$ cat src/rtl/audio_frame_scheduler.sv
// Per-frame round-robin sample gatherer and saturating stereo mixer for the DAC.
// Optional macro MIX_ATTEN_EN: per-source arithmetic right shift (0..3) before mixing.
module audio_frame_scheduler #(
  parameter int N_SRC     = 4,
  parameter int SLOT_WAIT = 32,
  parameter int DW        = 16
) (
  input  logic                CLK_18_4,
  input  logic                RST_N,
  input  logic                AUD_LRCK,
  input  logic [N_SRC-1:0]    src_en,
  input  logic [N_SRC-1:0]    src_valid,
  input  logic [N_SRC*DW-1:0] src_left,
  input  logic [N_SRC*DW-1:0] src_right,
  output logic [N_SRC-1:0]    src_ready,
  input  logic [2*N_SRC-1:0]  src_atten,
  input  logic                clr_status,
  output logic [DW-1:0]       left_sample,
  output logic [DW-1:0]       right_sample,
  output logic                frame_tick,
  output logic                busy,
  output logic [N_SRC-1:0]    underrun,
  output logic                overrun,
  output logic [1:0]          state_dbg
);

  // Handshake: a sample pair transfers on any clock where src_valid[i] and
  // src_ready[i] are both high; src_ready is registered and one-hot.
  localparam int AW = DW + 3;
  localparam int IW = (N_SRC > 1) ? $clog2(N_SRC) : 1;
  localparam int WW = $clog2(SLOT_WAIT + 1);
  localparam logic signed [AW-1:0] MAXV = $signed({{(AW-DW+1){1'b0}}, {(DW-1){1'b1}}});
  localparam logic signed [AW-1:0] MINV = ~MAXV;

  typedef enum logic [1:0] {IDLE = 2'd0, GATHER = 2'd1, HOLD = 2'd2} state_t;
  state_t state, state_d;

  logic                 lrck_q, rise, fall;
  logic [IW-1:0]        idx;
  logic [N_SRC-1:0]     en_q, idx_oh;
  logic [WW-1:0]        wait_cnt;
  logic signed [AW-1:0] acc_l, acc_r;
  logic signed [DW-1:0] sel_l, sel_r, sh_l, sh_r;
  logic                 last;
  logic start, grant, waiting, xfer, tmo, adv, commit, abort, restart;

  assign rise      = AUD_LRCK & ~lrck_q;
  assign fall      = ~AUD_LRCK & lrck_q;
  assign last      = (idx == IW'(N_SRC - 1));
  assign idx_oh    = N_SRC'(1) << idx;
  assign busy      = (state == GATHER);
  assign state_dbg = state;
  assign sel_l     = src_left[idx*DW +: DW];
  assign sel_r     = src_right[idx*DW +: DW];

`ifdef MIX_ATTEN_EN
  assign sh_l = sel_l >>> src_atten[idx*2 +: 2];
  assign sh_r = sel_r >>> src_atten[idx*2 +: 2];
`else
  logic unused_atten;
  assign unused_atten = ^src_atten;
  assign sh_l = sel_l;
  assign sh_r = sel_r;
`endif

  function automatic logic [DW-1:0] sat(input logic signed [AW-1:0] a);
    if (a > MAXV)      return MAXV[DW-1:0];
    else if (a < MINV) return MINV[DW-1:0];
    else               return a[DW-1:0];
  endfunction

  always_comb begin
    state_d = state;
    start   = 1'b0;
    grant   = 1'b0;
    waiting = 1'b0;
    xfer    = 1'b0;
    tmo     = 1'b0;
    adv     = 1'b0;
    commit  = 1'b0;
    abort   = 1'b0;
    restart = 1'b0;
    case (state)
      IDLE: if (rise) begin
        start   = 1'b1;
        state_d = GATHER;
      end
      GATHER: begin
        if (fall) begin
          abort   = 1'b1;
          state_d = IDLE;
        end else begin
          if (!en_q[idx])                         adv = 1'b1;
          else if (!src_ready[idx])               grant = 1'b1;
          else if (src_valid[idx])                begin xfer = 1'b1; adv = 1'b1; end
          else if (wait_cnt == WW'(SLOT_WAIT - 1)) begin tmo = 1'b1; adv = 1'b1; end
          else                                    waiting = 1'b1;
          if (adv && last) state_d = HOLD;
        end
      end
      HOLD: begin
        if (fall) begin
          commit  = 1'b1;
          state_d = IDLE;
        end else if (rise) begin
          // Only a corrupt LRCK gets here; start over and flag it.
          restart = 1'b1;
          start   = 1'b1;
          state_d = GATHER;
        end
      end
      default: state_d = IDLE;
    endcase
  end

  always_ff @(posedge CLK_18_4 or negedge RST_N) begin
    if (!RST_N) state <= IDLE;
    else        state <= state_d;
  end

  always_ff @(posedge CLK_18_4 or negedge RST_N) begin
    if (!RST_N) begin
      lrck_q       <= 1'b0;
      idx          <= '0;
      en_q         <= '0;
      wait_cnt     <= '0;
      acc_l        <= '0;
      acc_r        <= '0;
      src_ready    <= '0;
      left_sample  <= '0;
      right_sample <= '0;
      frame_tick   <= 1'b0;
      underrun     <= '0;
      overrun      <= 1'b0;
    end else begin
      lrck_q     <= AUD_LRCK;
      frame_tick <= commit;
      underrun   <= (underrun & ~{N_SRC{clr_status}}) | (tmo ? idx_oh : '0);
      overrun    <= (overrun & ~clr_status) | abort | restart;
      if (start) begin
        idx       <= '0;
        en_q      <= src_en;
        wait_cnt  <= '0;
        acc_l     <= '0;
        acc_r     <= '0;
        src_ready <= '0;
      end
      if (grant) begin
        src_ready <= idx_oh;
        wait_cnt  <= '0;
      end
      if (waiting) wait_cnt <= wait_cnt + 1'b1;
      if (xfer) begin
        acc_l <= acc_l + {{3{sh_l[DW-1]}}, sh_l};
        acc_r <= acc_r + {{3{sh_r[DW-1]}}, sh_r};
      end
      if (adv) begin
        src_ready <= '0;
        if (!last) idx <= idx + 1'b1;
      end
      if (abort) src_ready <= '0;
      if (commit) begin
        left_sample  <= sat(acc_l);
        right_sample <= sat(acc_r);
      end
    end
  end

endmodule

$ cat config.mk
export PLATFORM = sky130hd
export DESIGN_NAME = audio_frame_scheduler
export DESIGN_NICKNAME = d
export VERILOG_FILES = /design/src/rtl/audio_frame_scheduler.sv
export SDC_FILE = /design/constraint.sdc
export NUM_CORES = 1
export LEC_CHECK = 0
export BUFFER_PORTS_ARGS = -buffer_cell sky130_fd_sc_hd__clkbuf_2
export CORE_MARGIN = 4
export CORE_UTILIZATION = 53
export DETAILED_ROUTE_END_ITERATION = 7
export PLACE_DENSITY = 0.82
export SETUP_SLACK_MARGIN = 0.5
export SYNTH_ARGS = -nofsm -noshare
export SYNTH_HDL_FRONTEND = slang
export SYNTH_SLANG_ARGS = --single-unit
$ cat constraint.sdc
create_clock -name CLK_18_4 -period 4 [get_ports CLK_18_4]
set_input_delay 0.8 -clock CLK_18_4 [delete_from_list [all_inputs] [get_ports CLK_18_4]]
set_output_delay 0.8 -clock CLK_18_4 [all_outputs]
set_load 0.05 [all_outputs]
Yosys cells after proc, flatten, opt, wreduce, memory -nomap -nowiden
Index checks and enable logic that the tools add are counted.
{"block": "word_totals", "reg_bits": 95, "inputBits": 148, "out_inout_bits": 45, "wordCells": 110}
{"block": "classes", "add_sub_neg": 4, "magnitude_cmp": 5, "eq_ne": 5, "n_shift": 3, "mux": 64, "bitwise_logic": 11, "n_reduce_logical": 5}
{"op": "64-bit by 7-bit variable part select with 16-bit output", "count": 2}
{"op": "16-bit 2-to-1 mux", "count": 4}
{"op": "19-bit 2-to-1 mux", "count": 3}
{"op": "19-bit adder", "count": 2}
{"op": "19-bit by 16-bit greater-than comparator with 1-bit output, second input constant", "count": 2}
{"op": "19-bit by 16-bit < comparator with 1-bit output, second input constant", "count": 2}
{"op": "1-bit 2-to-1 mux", "count": 37}
{"op": "4-bit 2-to-1 mux", "count": 5}
{"op": "6-bit 2-to-1 mux", "count": 3}
{"op": "2-bit 2-to-1 mux", "count": 7}
{"op": "6-bit by 1-bit adder with 6-bit output, second input constant", "count": 1}
{"op": "1-bit binary-select mux with 2-bit select", "count": 3}
{"op": "6-bit by 5-bit == test with 1-bit output, second input constant", "count": 1}
{"op": "2-bit one-hot mux with 3 select lines", "count": 1}
{"op": "4-bit bitwise AND", "count": 1}
{"op": "2-bit == test, second input constant", "count": 2}
{"op": "4-bit NOT", "count": 1}
{"op": "4-bit OR", "count": 1}
{"op": "4-bit nonzero test", "count": 1}
{"op": "1-bit by 2-bit left shift with 4-bit output, first input constant", "count": 1}
{"op": "1-bit bitwise AND", "count": 3}
{"op": "2-bit by 3-bit < comparator with 1-bit output, second input constant", "count": 1}
{"op": "3-bit by 1-bit inequality test with 1-bit output, second input constant", "count": 1}
{"op": "1-bit NOT", "count": 3}
{"op": "8 further kinds", "count": 9}

Logic depth before layout (Yosys ltp)
Gate-level depths: netlist (run 1).
{"block": "depth", "word_depth": 11, "ltp_mapped": 12}

Worst setup path after synthesis (run 1)
No wires, ideal clock.
{"block": "synth_timing", "path_kind": "reg2reg", "start": "register idx[0]", "end": "register acc_l[18]", "setup_ns": 0.080, "t_arrival_ns": 3.490, "required_time_ns": 3.920, "path_slack_ns": 0.430, "stages_incl_launch_ff": 12, "n_path_buf": 2, "synth_period_minus_slack_ns": 3.570, "path_cell_list": "dfrtp_1 buf_4 buf_1 mux4_2 ha_1 and3_1 and2_1 and3_1 a221oi_2 o21ai_0 or4b_1 o211ai_2"}
{"block": "synth_via", "elab_chain_len": 8}
{"item": "start, declared", "line_no": "39", "source": "logic [IW-1:0] idx;"}
{"item": "start signal, assigned", "line_no": "159", "source": "if (!last) idx <= idx + 1'b1;"}
{"item": "branches (longest 8 deep; another with 19-bit adder)"}
{"item": "end signal, assigned", "line_no": "154", "source": "acc_l <= acc_l + {{3{sh_l[DW-1]}}, sh_l};"}
{"item": "end, declared", "line_no": "42", "source": "logic signed [AW-1:0] acc_l, acc_r;"}
Parallel ways; which one is timed is not known. The select of a mux whose other input is x is not followed.
A chain may end at the register's enable or synchronous reset.

Final worst setup path (run 1)
{"block": "layout_timing", "start": "register idx[0]", "end": "register acc_r[18]"}
{"block": "layout_via", "elab_chain_len": 8}
{"item": "branches (longest 8 deep; another with 19-bit adder)"}
{"item": "end signal, assigned", "line_no": "155", "source": "acc_r <= acc_r + {{3{sh_r[DW-1]}}, sh_r};"}
{"item": "end, declared", "line_no": "42"}
Parallel ways; which one is timed is not known. The select of a mux whose other input is x is not followed.

==> metrics.yaml, run 1 <==
outcome:
  status: "finished, final reports clean"
sta:
  drv_slew: 0
  slew_headroom_pct: 27.7
  hold_violations: 0
  skew_ns: 0.00776
  fin_crit_ns: 3.40
  fin_tns_setup_ns: 0
  max_freq_mhz: 294
  rsz0062_at_grt: "yes"
  holdWs_ns: 0.468
  layout_worst_path_cycle_share_pct: 85.0
  worst_slew_pin_slew_ns: 1.08
  setup_viol_count_final: 0
layout:
  layout-drive-gt1-share_pct: 32.0
  diodes: 0
  fin_area_sq_um: 7840
  syn_to_final_growth_pct: 22.4
  final_cell_mix: "clkbuf_2 (183), nand2_1 (120), dfrtp_1 (93)"
  layout_commonest_cell: "clkbuf_2"
  num-fill-cells: 925
  nets: 1040
worst_setup_path:
  setup.worst_path.start_class: "flip-flop"
  max_stage_delay_ns: 0.55
  cp_cell_sequence: "mux4_2 -> ha_1 -> fa_1 -> a211oi_2 -> o21bai_1 -> a21oi_2 -> o21ai_1 -> a211oi_2 -> mux2i_1 -> o211ai_1"
  cp_common_cell: "a211oi_2"
  arrival_ns: 3.63
  path_class: "reg2reg"
  reg2reg_slack_ns: 0.60
  end_kind: "flip-flop"
  crit_required_ns: 4.23
  slowest_stage: "dfrtp_4"
  path_max_fanout: 8
synthesis:
  syn_avg_cell_area_sq_um: 9.56
  syn-num-nets: 860
  ys_ff_latch: 95
  synth_cells: 669
  ys_types: 61
  netlist_area_sq_um: 6400
  ys_seq_area_share_pct: 37.2
  ys_async_sr_fraction_pct: 100
  synth_warnings: 0
  ys.flop_type: "dfrtp_1"
  synth-edff-count: 0
routing:
  ant_nets: 0
  first_pass_iters: 5
  avgViaCountPerCell: 5.97
  post_drt_wl_per_cell_um: 17.4
  route.detailed.drc: 0
  drt_wl_total_um: 17400
  vias: 5949
  detail_route.iter0.violations: 332
power:
  peakVddDrop_mv: 0.401
  leakagePower_nw: 3.95
  powerDensity_nw_per_um2: 532
clock_tree:
  clk_pin_slew_ns: 0.07
  cts_tree: "yes"
  clk_latency_ns: 0.35
  root_buffer: "clkbuf_16"
  cts.sinks: 95
  htreeDepth: 3
  clockBufferDepth: 2
  numCtsBuffers: 9
grt:
  grt_max_degree: 85
  grt.total_usage_pct: 25.1
  grt_pass1_vias: 6271
  overflow: 0
  grt_pass1_wl_um: 28900
  antenna_found_initial: 0
die:
  dieArea_sq_um: 13900
  initial_core_util_pct: 55.1
  core_sq_um: 11600
  ioPinCount: 193
  std_cell_rows: 39
  die_w_um: 118
  die_y_um: 118
flow_run:
  cap_viol_max_count: 0
placement:
  dp_hpwl_um: 12900
  placed_area_sq_um: 7460
  io_buffers: 184
  gp_congestion: 0.912
min_path:
  min_path_type: "reg2reg"
==> synth_stat cells, types with 3 or more instances <==
master,number,area (sq um)
xnor2_1,17,149
and3_1,6,37.5
nor2_1,15,56.3
nand2b_1,5,31.3
mux4_2,36,811
o21ai_0,66,330
a21o_1,13,97.6
and2_1,6,37.5
a211oi_1,3,22.5
nand3_1,52,260
o211ai_1,3,22.5
a21oi_1,38,190
inv_1,15,56.3
nand2_1,121,454
o21bai_1,7,52.6
nor3_1,4,20.0
o21ai_1,20,100
ha_1,41,513
xor2_1,15,131
dfrtp_1,95,2380
a22o_1,7,61.3
buf_1,6,22.5
buf_2,9,45.0
clkbuf_1,16,60.1
nand3b_1,3,22.5
==> state kept, by name, summed over array words and instances (netlist names) <==
signal / count
idx: 2
en_q: 4
acc_l: 19
state_dbg: 2
underrun: 4
wait_cnt: 6
overrun: 1
acc_r: 19
src_ready: 4
left_sample: 16
frame_tick: 1
lrck_q: 1
right_sample: 16
==> report_power, final <==
part,switching [mW],internal [mW]
clock,0.367,0.438
sequential,0.159,1.09
combinational,1.21,0.903
==> cell families (layout without fill, tap and decap cells) <==
logic type / after synthesis / after routing / synth area share, %
multiplexers: 38 / 38 / 13.0
AO/OA/AOI/OAI: 180 / 180 / 16.9
AND/OR/NAND/NOR: 231 / 231 / 16.6
flip-flops: 95 / 95 / 37.2
buffers and inverters: 50 / 235 / 3.29
XOR/XNOR: 32 / 32 / 4.38
adder cells (fa/ha/maj): 43 / 43 / 8.64
==> stage by stage <==
| stage | util [%] | std cells | setup slack, ns | total power, mW |
|---|---|---|---|---|
| global route | 67.5 | 997 | 0.430 | 4.44 |
| finish | 67.5 | 997 | 0.601 | 4.17 |
| detailed placement | 64.2 | 976 | 0.296 | 3.27 |
| global placement | 64.2 | 976 | 0.381 | 3.18 |
| CTS | 66.8 | 995 | 0.539 | 4.11 |
| floorplan | - | 669 | 0.569 | 2.77 |
==> metal layers <==
| metal | track usage [%] | routed length [um] | vias up | share of wire (%) |
|---|---|---|---|---|
| met1 | 30.8 | 7220 | 2887 | 42 |
| met4 | 10.9 | 453 | 0 | 2.6 |
| met3 | 4.66 | 909 | 43 | 5.2 |
| li1 | - | - | 2804 | - |
| met5 | 0 | 0 | - | 0 |
| met2 | 43.4 | 8780 | 215 | 51 |
==> worst paths after layout <==
path	from	to	depth (start not counted)
min in group asynchronous	RST_N	left_sample[3]$_DFFE_PN0P_	1
max in group asynchronous	RST_N	idx[0]$_DFF_PN0_	1
worst min-delay path	left_sample[10]$_DFFE_PN0P_	left_sample[10]$_DFFE_PN0P_	2
worst max-delay path	idx[0]$_DFF_PN0_	acc_r[18]$_DFFE_PN0P_	10
worst min register to register	left_sample[10]$_DFFE_PN0P_	left_sample[10]$_DFFE_PN0P_	2
worst max register to register	idx[0]$_DFF_PN0_	acc_r[18]$_DFFE_PN0P_	10
==> worst max-delay path: cells and delay by family (launching register included) <==
family	cells	cell delay, ns
mux	2	0.79
compound gates	6	1.24
fa+ha+maj	2	0.68
flops	1	0.55
==> layout make-up <==
cell class	instances	area, sq um	share of cell area [%]
sequential	95	2380	30.4
clock inverter	3	20.0	0.256
inverter	17	63.8	0.814
tap	143	179	2.28
multi-input combinational	524	3860	49.3
timing repair buffer	202	1070	13.7
clock buffer	13	250	3.19
==> timing repair <==
item                       4_1_cts  5_1_grt
pin swaps                        0        4
setup buffers                    3        2
setup endpoints to repair        4        4
resized for setup                2       11
hold buffers                     0        0
No activity file was read; power rests on OpenSTA's default activity.
==> run 2, diff against run 1 <==
- ABC_AREA: not set -> 1
- CORE_UTILIZATION: 53 -> 54
- clock period: 4 -> 3.5 ns (I/O delays scaled with it)
==> run 2 against run 1 <==
Against the previous run:
- fmax grew 22%
- worst hold slack got worse by 0.080 ns
- clock skew down 0.0015 ns
- total power grew 61%
==> metrics.yaml, run 2 <==
clock_tree:
  clk_pin_slew_ns: 0.07  # about the same
  htreeDepth: 3  # unchanged
  numCtsBuffers: 9  # unchanged
  root_buffer: "clkbuf_16"  # unchanged
  clk_latency_ns: 0.35  # about the same
  clockBufferDepth: 2  # unchanged
  cts_hold_buf: 0  # unchanged
  cts.sinks: 95  # unchanged
  cts_tree: "yes"  # unchanged
placement:
  gp_congestion: 0.943  # was 0.912
  dp_hpwl_um: 15000  # was 12900 um
  io_buffers: 184  # unchanged
  dp_worst_setup_slack_ns: 0.565  # was 0.296 ns
grt:
  grt_max_degree: 74  # was 85
  grt_pass1_vias: 6835  # was 6271
  antenna_found_initial: 0  # unchanged
  overflow: 0  # unchanged
  grt_pass1_wl_um: 32400  # was 28900 um
  grt.total_usage_pct: 27.0  # was 25.1%
power:
  powerDensity_nw_per_um2: 795  # was 532 nW/um^2
  netSwitchingPower_mw: 3.41  # was 1.74 mW
  p_clk_share_pct: 16.8  # was 19.3%
  p_comb_share_pct: 58.9  # was 50.8%
  pwr-share-seq_pct: 24.3  # was 29.9%
  total_power_mw: 6.73  # was 4.17 mW
  leakagePower_nw: 4.71  # was 3.95 nW
  p_sw_share_pct: 50.6  # was 41.7%
  p_int_mw: 3.32  # was 2.43 mW
  peakVddDrop_mv: 0.366  # was 0.401 mV
synthesis:
  synth_cells: 1066  # was 669
  synth-edff-count: 0  # unchanged
  syn-num-nets: 1257  # was 860
  netlist_area_sq_um: 7090  # was 6400 sq um
  synth.area.top_cells: "dfrtp_1 (34%), nand2_1 (18%), nor2_1 (8.3%), o21ai_0 (7.6%), ha_1 (7.2%)"  # was dfrtp_1 (37%), mux4_2 (13%), ha_1 (8.0%), nand2_1 (7.1%), o21ai_0 (5.2%)
  synth_area_leader_cell: "dfrtp_1"  # unchanged
  ys_seq_area_share_pct: 33.6  # was 37.2%
  ys_async_sr_fraction_pct: 100  # unchanged
  ys.flop_type: "dfrtp_1"  # unchanged
  synth_most_common_cell: "nand2_1"  # unchanged
  synth_top_area_share_pct: 33.6  # was 37.2%
  syn_avg_cell_area_sq_um: 6.65  # was 9.56 sq um
  synth_warnings: 0  # unchanged
  synthTopCellsByCount: "nand2_1 (331), nor2_1 (157), o21ai_0 (108)"  # was nand2_1 (121), dfrtp_1 (95), o21ai_0 (66)
  ys_types: 36  # was 61
  ys_ff_latch: 95  # unchanged
worst_setup_path:
  crit_required_ns: 3.75  # was 4.23 ns
  setup.worst_path.start_class: "flip-flop"  # unchanged
  r2r-start: "idx[0]$_DFF_PN0_"  # unchanged
  ff2ff_path_depth: 12  # was 10
  slowest_stage: "dfrtp_4"  # unchanged
  cp_cell_sequence: "buf_12 -> o21ai_0 -> o22ai_1 -> ha_1 -> fa_1 -> nand3_1 -> nand3_1 -> nand2_1 -> nand2_1 -> or2_2 -> nand3_1 -> nand2_1"  # was mux4_2 -> ha_1 -> fa_1 -> a211oi_2 -> o21bai_1 -> a21oi_2 -> o21ai_1 -> a211oi_2 -> mux2i_1 -> o211ai_1
  path_class: "reg2reg"  # unchanged
  path_max_fanout: 37  # was 8
  timing.rr.end: "acc_l[8]$_DFFE_PN0P_"  # was acc_r[18]$_DFFE_PN0P_
  reg2reg_slack_ns: 0.72  # was 0.60 ns
  crit_family: "simple AND/OR/NAND/NOR gates"  # was compound AO/OA/AOI/OAI gates
  max_stage_delay_ns: 0.54  # was 0.55 ns
  end_kind: "flip-flop"  # unchanged
  arrival_ns: 3.03  # was 3.63 ns
  path_buf_inv: 1  # was 0
routing:
  route.detailed.drc: 0  # unchanged
  avgViaCountPerCell: 5.30  # was 5.97
  first_pass_iters: 5  # unchanged
  drt_wl_total_um: 20000  # was 17400 um
  detail_route.iter0.violations: 558  # was 332
  post_drt_wl_per_cell_um: 14.2  # was 17.4 um
  ant_nets: 0  # unchanged
  vias: 7467  # was 5949
layout:
  reg_top3: "acc_l x19, acc_r x19"  # unchanged
  nets: 1424  # was 1040
  layout_commonest_cell: "nand2_1"  # was clkbuf_2
  final_cell_mix: "nand2_1 (331), clkbuf_2 (183), nor2_1 (157)"  # was clkbuf_2 (183), nand2_1 (120), dfrtp_1 (93)
  syn_to_final_growth_pct: 19.4  # was 22.4%
  layout-drive-gt1-share_pct: 20.4  # was 32.0%
  diodes: 0  # unchanged
sta:
  hold_violations: 0  # unchanged
  slew_headroom_pct: 18.5  # was 27.7%
  rsz0062_at_grt: "yes"  # unchanged
  layout_worst_path_cycle_share_pct: 79.4  # was 85.0%
  layout_setup_ws_ns: 0.720  # was 0.601 ns
  worst_slew_pin_slew_ns: 1.22  # was 1.08 ns
  skew_ns: 0.00628  # was 0.00776 ns
  fin_crit_ns: 2.78  # was 3.40 ns
  drv_slew: 0  # unchanged
  fin_tns_setup_ns: 0  # unchanged
  max_freq_mhz: 360  # was 294 MHz
  setup_viol_count_final: 0  # unchanged
die:
  ioPinCount: 193  # unchanged
  initial_core_util_pct: 55.7  # was 55.1%
  die_w_um: 123  # was 118 um
  core_sq_um: 12700  # was 11600 sq um
  dieArea_sq_um: 15000  # was 13900 sq um
  std_cell_rows: 41  # was 39
  die_y_um: 123  # was 118 um
min_path:
  min_path_type: "in2async"  # was reg2reg
flow_run:
  cap_viol_max_count: 0  # unchanged
outcome:
  status: "finished, final reports clean"  # unchanged
-- run 2: cell count changes after synthesis, moves of 10 or more --
| cell | previous run | this run |
|---|---|---|
| mux4_2 | 36 | 0 |
| inv_1 | 15 | 83 |
| clkbuf_1 | 16 | 26 |
| o21ai_0 | 66 | 108 |
| nand2_1 | 121 | 331 |
| nand2_2 | 0 | 22 |
| a21o_1 | 13 | 0 |
| nand3_1 | 52 | 69 |
| o21ai_1 | 20 | 1 |
| xnor2_1 | 17 | 1 |
| o22ai_1 | 0 | 34 |
| nor2_1 | 15 | 157 |
-- run 2: cell families (layout without fill, tap and decap cells) --
group / after synthesis / in the layout / share of synthesized area, %
flops: 95 / 95 / 33.6
fa+ha+maj: 43 / 43 / 7.81
buf+inv: 125 / 297 / 7.79
simple gates: 617 / 617 / 36.5
compound gates: 178 / 178 / 13.4
xor+xnor: 8 / 8 / 0.989
-- run 2: what timing repair did --
action	4_1_cts	5_1_grt
gates resized for setup	0	3
endpoints found under the setup margin	0	24
setup buffers	0	1
hold endpoints to repair	0	0
-- run 2: worst max path at each step --
| stage | startpoint | to | slack [ns] | cells after the start |
|---|---|---|---|---|
| after floorplan | idx[0]$_DFF_PN0_ | acc_l[8]$_DFFE_PN0P_ | 0.88 | 14 |
| after global placement | idx[1]$_DFF_PN0_ | acc_l[8]$_DFFE_PN0P_ | 0.63 | 12 |
| after detailed placement | idx[1]$_DFF_PN0_ | acc_l[8]$_DFFE_PN0P_ | 0.57 | 12 |
| after CTS | idx[1]$_DFF_PN0_ | acc_l[8]$_DFFE_PN0P_ | 0.55 | 12 |
| after global routing | idx[0]$_DFF_PN0_ | acc_l[8]$_DFFE_PN0P_ | 0.49 | 12 |
| final | idx[0]$_DFF_PN0_ | acc_l[8]$_DFFE_PN0P_ | 0.72 | 12 |
-- run 2: layout make-up --
type | count | area, sq um
multi-input combinational | 846 | 4160
tap | 172 | 215
sequential | 95 | 2380
fill | 1249 | 4260
timing repair buffer | 193 | 1020
clock inverter | 5 | 106
clock buffer | 11 | 233
inverter | 88 | 345
-- run 2: through the flow --
step                      utilization [%]  cell area [sq um]  std cells  hold slack (ns)
final                                66.5               8460       1410            0.388
after global routing                 66.5               8460       1410            0.459
after CTS                            66.4               8450       1409            0.421
after detailed placement             63.7               8110       1393            0.465
after global placement               63.7               8110       1393            0.464
after floorplan                         -               7090       1066            0.404
-- run 2: power groups by stage --
| stage | logic (mW) | registers (mW) | clock network [mW] |
|---|---|---|---|
| after floorplan | 2.55 | 2.08 | 0 |
| after global placement | 3.83 | 1.65 | 0 |
| after detailed placement | 3.91 | 1.66 | 0 |
| after CTS | 3.93 | 1.65 | 1.14 |
| after global routing | 4.44 | 1.68 | 1.18 |
| final | 3.96 | 1.64 | 1.13 |
-- run 2: metal layers --
metal	up-vias	share of wire, %	track usage (%)
met3	23	7.4	4.06
met2	232	46	43.8
met1	3404	45	37.3
met4	0	1.6	8.89
met5	-	0	0
li1	3808	-	-
==> run 3, diff against run 2 <==
- clock period: 3.5 -> 2.7 ns (I/O delays scaled with it)
==> run 3 against run 2 <==
Against the previous run:
- sequential power is 31% higher
- worst hold slack worse by 0.22 ns
- fmax grew 11%
- highest routed layer unchanged
- critical path type unchanged
==> metrics.yaml, run 3 (synthesized netlist as in run 2, its figures left out) <==
outcome:
  status: "finished, final reports clean"  # unchanged
worst_setup_path:
  crit_required_ns: 2.95  # was 3.75 ns
  r2r-start: "idx[0]$_DFF_PN0_"  # unchanged
  path_buf_inv: 4  # was 1
  cp_cell_sequence: "buf_12 -> inv_16 -> buf_6 -> nor2_2 -> o22ai_1 -> ha_1 -> buf_4 -> nand2_1 -> nor2_1 -> nand3_1 -> nand3_2 -> nand2_1 -> nand2_1 -> nand2_1 -> nand3_1 -> nand2_1"  # was buf_12 -> o21ai_0 -> o22ai_1 -> ha_1 -> fa_1 -> nand3_1 -> nand3_1 -> nand2_1 -> nand2_1 -> or2_2 -> nand3_1 -> nand2_1
  ff2ff_path_depth: 16  # was 12
  timing.rr.end: "acc_r[18]$_DFFE_PN0P_"  # was acc_l[8]$_DFFE_PN0P_
  slowest_stage: "dfrtp_2"  # was dfrtp_4
  path_class: "reg2reg"  # unchanged
  arrival_ns: 2.76  # was 3.03 ns
  reg2reg_slack_ns: 0.19  # was 0.72 ns
  crit_family: "simple AND/OR/NAND/NOR gates"  # unchanged
  path_max_fanout: 28  # was 37
  setup.worst_path.start_class: "flip-flop"  # unchanged
  end_kind: "flip-flop"  # unchanged
  max_stage_delay_ns: 0.42  # was 0.54 ns
  cp_common_cell: "nand2_1"
clock_tree:
  numCtsBuffers: 9  # unchanged
  root_buffer: "clkbuf_16"  # unchanged
  cts.sinks: 95  # unchanged
  cts_tree: "yes"  # unchanged
  cts_hold_buf: 0  # unchanged
  htreeDepth: 3  # unchanged
  clk_pin_slew_ns: 0.08  # was 0.07 ns
  clk_latency_ns: 0.36  # was 0.35 ns
  clockBufferDepth: 2  # unchanged
die:
  core_sq_um: 12700  # unchanged
  initial_core_util_pct: 55.7  # unchanged
  ioPinCount: 193  # unchanged
  std_cell_rows: 41  # unchanged
  die_w_um: 123  # unchanged
  dieArea_sq_um: 15000  # unchanged
  die_y_um: 123  # unchanged
min_path:
  min_path_type: "in2async"  # unchanged
placement:
  place_inst: 1403  # was 1393
  gp_congestion: 0.964  # was 0.943
  io_buffers: 184  # unchanged
  dp_hpwl_um: 15400  # was 15000 um
  placed_area_sq_um: 8240  # was 8110 sq um
grt:
  busiest_layer: "met2"  # unchanged
  grt_use_met3_pct: 5.30  # was 4.06%
  grt_max_degree: 45  # was 74
  grt_pass1_vias: 7810  # was 6835
  grt.total_usage_pct: 32.8  # was 27.0%
  antenna_found_initial: 0  # unchanged
  grt_pass1_wl_um: 38400  # was 32400 um
  overflow: 0  # unchanged
  gr-usage-met2_pct: 54.2  # was 43.8%
  globalRouteMet1Util_pct: 42.6  # was 37.3%
sta:
  worst_slew_pin_slew_ns: 0.599  # was 1.22 ns
  layout_worst_path_cycle_share_pct: 93.1  # was 79.4%
  hold_violations: 0  # unchanged
  setup_viol_count_final: 0  # unchanged
  fin_crit_ns: 2.51  # was 2.78 ns
  slew_headroom_pct: 60.0  # was 18.5%
  max_freq_mhz: 398  # was 360 MHz
  rsz0062_at_grt: "yes"  # unchanged
  fin_tns_setup_ns: 0  # unchanged
  skew_ns: 0.0103  # was 0.00628 ns
  drv_slew: 0  # unchanged
layout:
  nets: 1483  # was 1424
  num-fill-cells: 956  # was 1249
  layout_commonest_cell: "nand2_1"  # unchanged
  diodes: 0  # unchanged
  reg_top3: "acc_l x19, acc_r x19"  # unchanged
  layout-drive-gt1-share_pct: 32.8  # was 20.4%
  final_cell_mix: "nand2_1 (307), clkbuf_2 (183), nor2_1 (139)"  # was nand2_1 (331), clkbuf_2 (183), nor2_1 (157)
  syn_to_final_growth_pct: 35.7  # was 19.4%
  fin_area_sq_um: 9620  # was 8460 sq um
  layout.cells.non_filler: 1469  # was 1410
power:
  p_int_mw: 5.24  # was 3.32 mW
  powerDensity_nw_per_um2: 1110  # was 795 nW/um^2
  peakVddDrop_mv: 0.586  # was 0.366 mV
  p_sw_share_pct: 50.9  # was 50.6%
  p_comb_share_pct: 66.2  # was 58.9%
  p_clk_share_pct: 13.7  # was 16.8%
  leakagePower_nw: 5.15  # was 4.71 nW
  pwr-share-seq_pct: 20.1  # was 24.3%
  netSwitchingPower_mw: 5.43  # was 3.41 mW
routing:
  first_pass_iters: 6  # was 5
  post_drt_wl_per_cell_um: 17.2  # was 14.2 um
  avgViaCountPerCell: 5.69  # was 5.30
  route.detailed.drc: 0  # unchanged
  detail_route.iter0.violations: 830  # was 558
  ant_nets: 0  # unchanged
  vias: 8354  # was 7467
  drt_wl_total_um: 25200  # was 20000 um
flow_run:
  cap_viol_max_count: 0  # unchanged
run 3: metrics by stage:
stage | setup slack, ns | power, mW | utilization [%] | hold slack (ns)
after floorplan | 0.324 | 6.20 | - | 0.244
after global placement | 0.187 | 7.25 | 64.8 | 0.463
after detailed placement | 0.169 | 7.37 | 64.8 | 0.465
after CTS | 0.300 | 10.0 | 73.6 | 0.179
after global routing | 0.0354 | 11.3 | 75.6 | 0.218
final | 0.187 | 10.7 | 75.6 | 0.165
run 3: power groups by stage:
stage / clock network (mW) / logic [mW] / registers, mW
final: 1.46 / 7.06 / 2.15
after floorplan: 0 / 3.50 / 2.70
after detailed placement: 0 / 5.23 / 2.14
after global routing: 1.53 / 7.64 / 2.19
after global placement: 0 / 5.12 / 2.13
after CTS: 1.46 / 6.44 / 2.13
run 3: worst max-delay path by stage:
stage | startpoint | endpoint | slack (ns) | cells after the start
4_1_cts | idx[0]$_DFF_PN0_ | acc_r[18]$_DFFE_PN0P_ | 0.30 | 15
6_report | idx[0]$_DFF_PN0_ | acc_r[18]$_DFFE_PN0P_ | 0.19 | 16
2_1_floorplan | idx[0]$_DFF_PN0_ | acc_l[8]$_DFFE_PN0P_ | 0.32 | 14
3_5_place_dp | idx[0]$_DFF_PN0_ | acc_l[9]$_DFFE_PN0P_ | 0.17 | 11
5_1_grt | idx[0]$_DFF_PN0_ | acc_r[18]$_DFFE_PN0P_ | 0.04 | 16
3_3_place_gp | idx[0]$_DFF_PN0_ | acc_r[9]$_DFFE_PN0P_ | 0.19 | 14
run 3: repair_timing:
action | CTS | global route
endpoints found under the setup margin | 38 | 43
pin swaps | 59 | 10
setup buffers | 32 | 11
resized for setup | 96 | 49
gates cloned | 7 | 0
run 3: layer usage:
layer	vias up	share of wire [%]
met2	468	47
met1	3873	39
met5	-	0
met4	0	3.9
met3	85	9.7
li1	3928	-
run 3: layout make-up:
class	instances	area (sq um)	share of cell area, %
flip-flops and latches	95	2380	24.7
clock inverters	6	96.3	1.00
well taps	172	215	2.24
repair buffers	250	1630	16.9
multi-input cells	847	4690	48.8
repair inverters	1	11.3	0.117
clock buffers	10	239	2.48
inverters	88	357	3.71
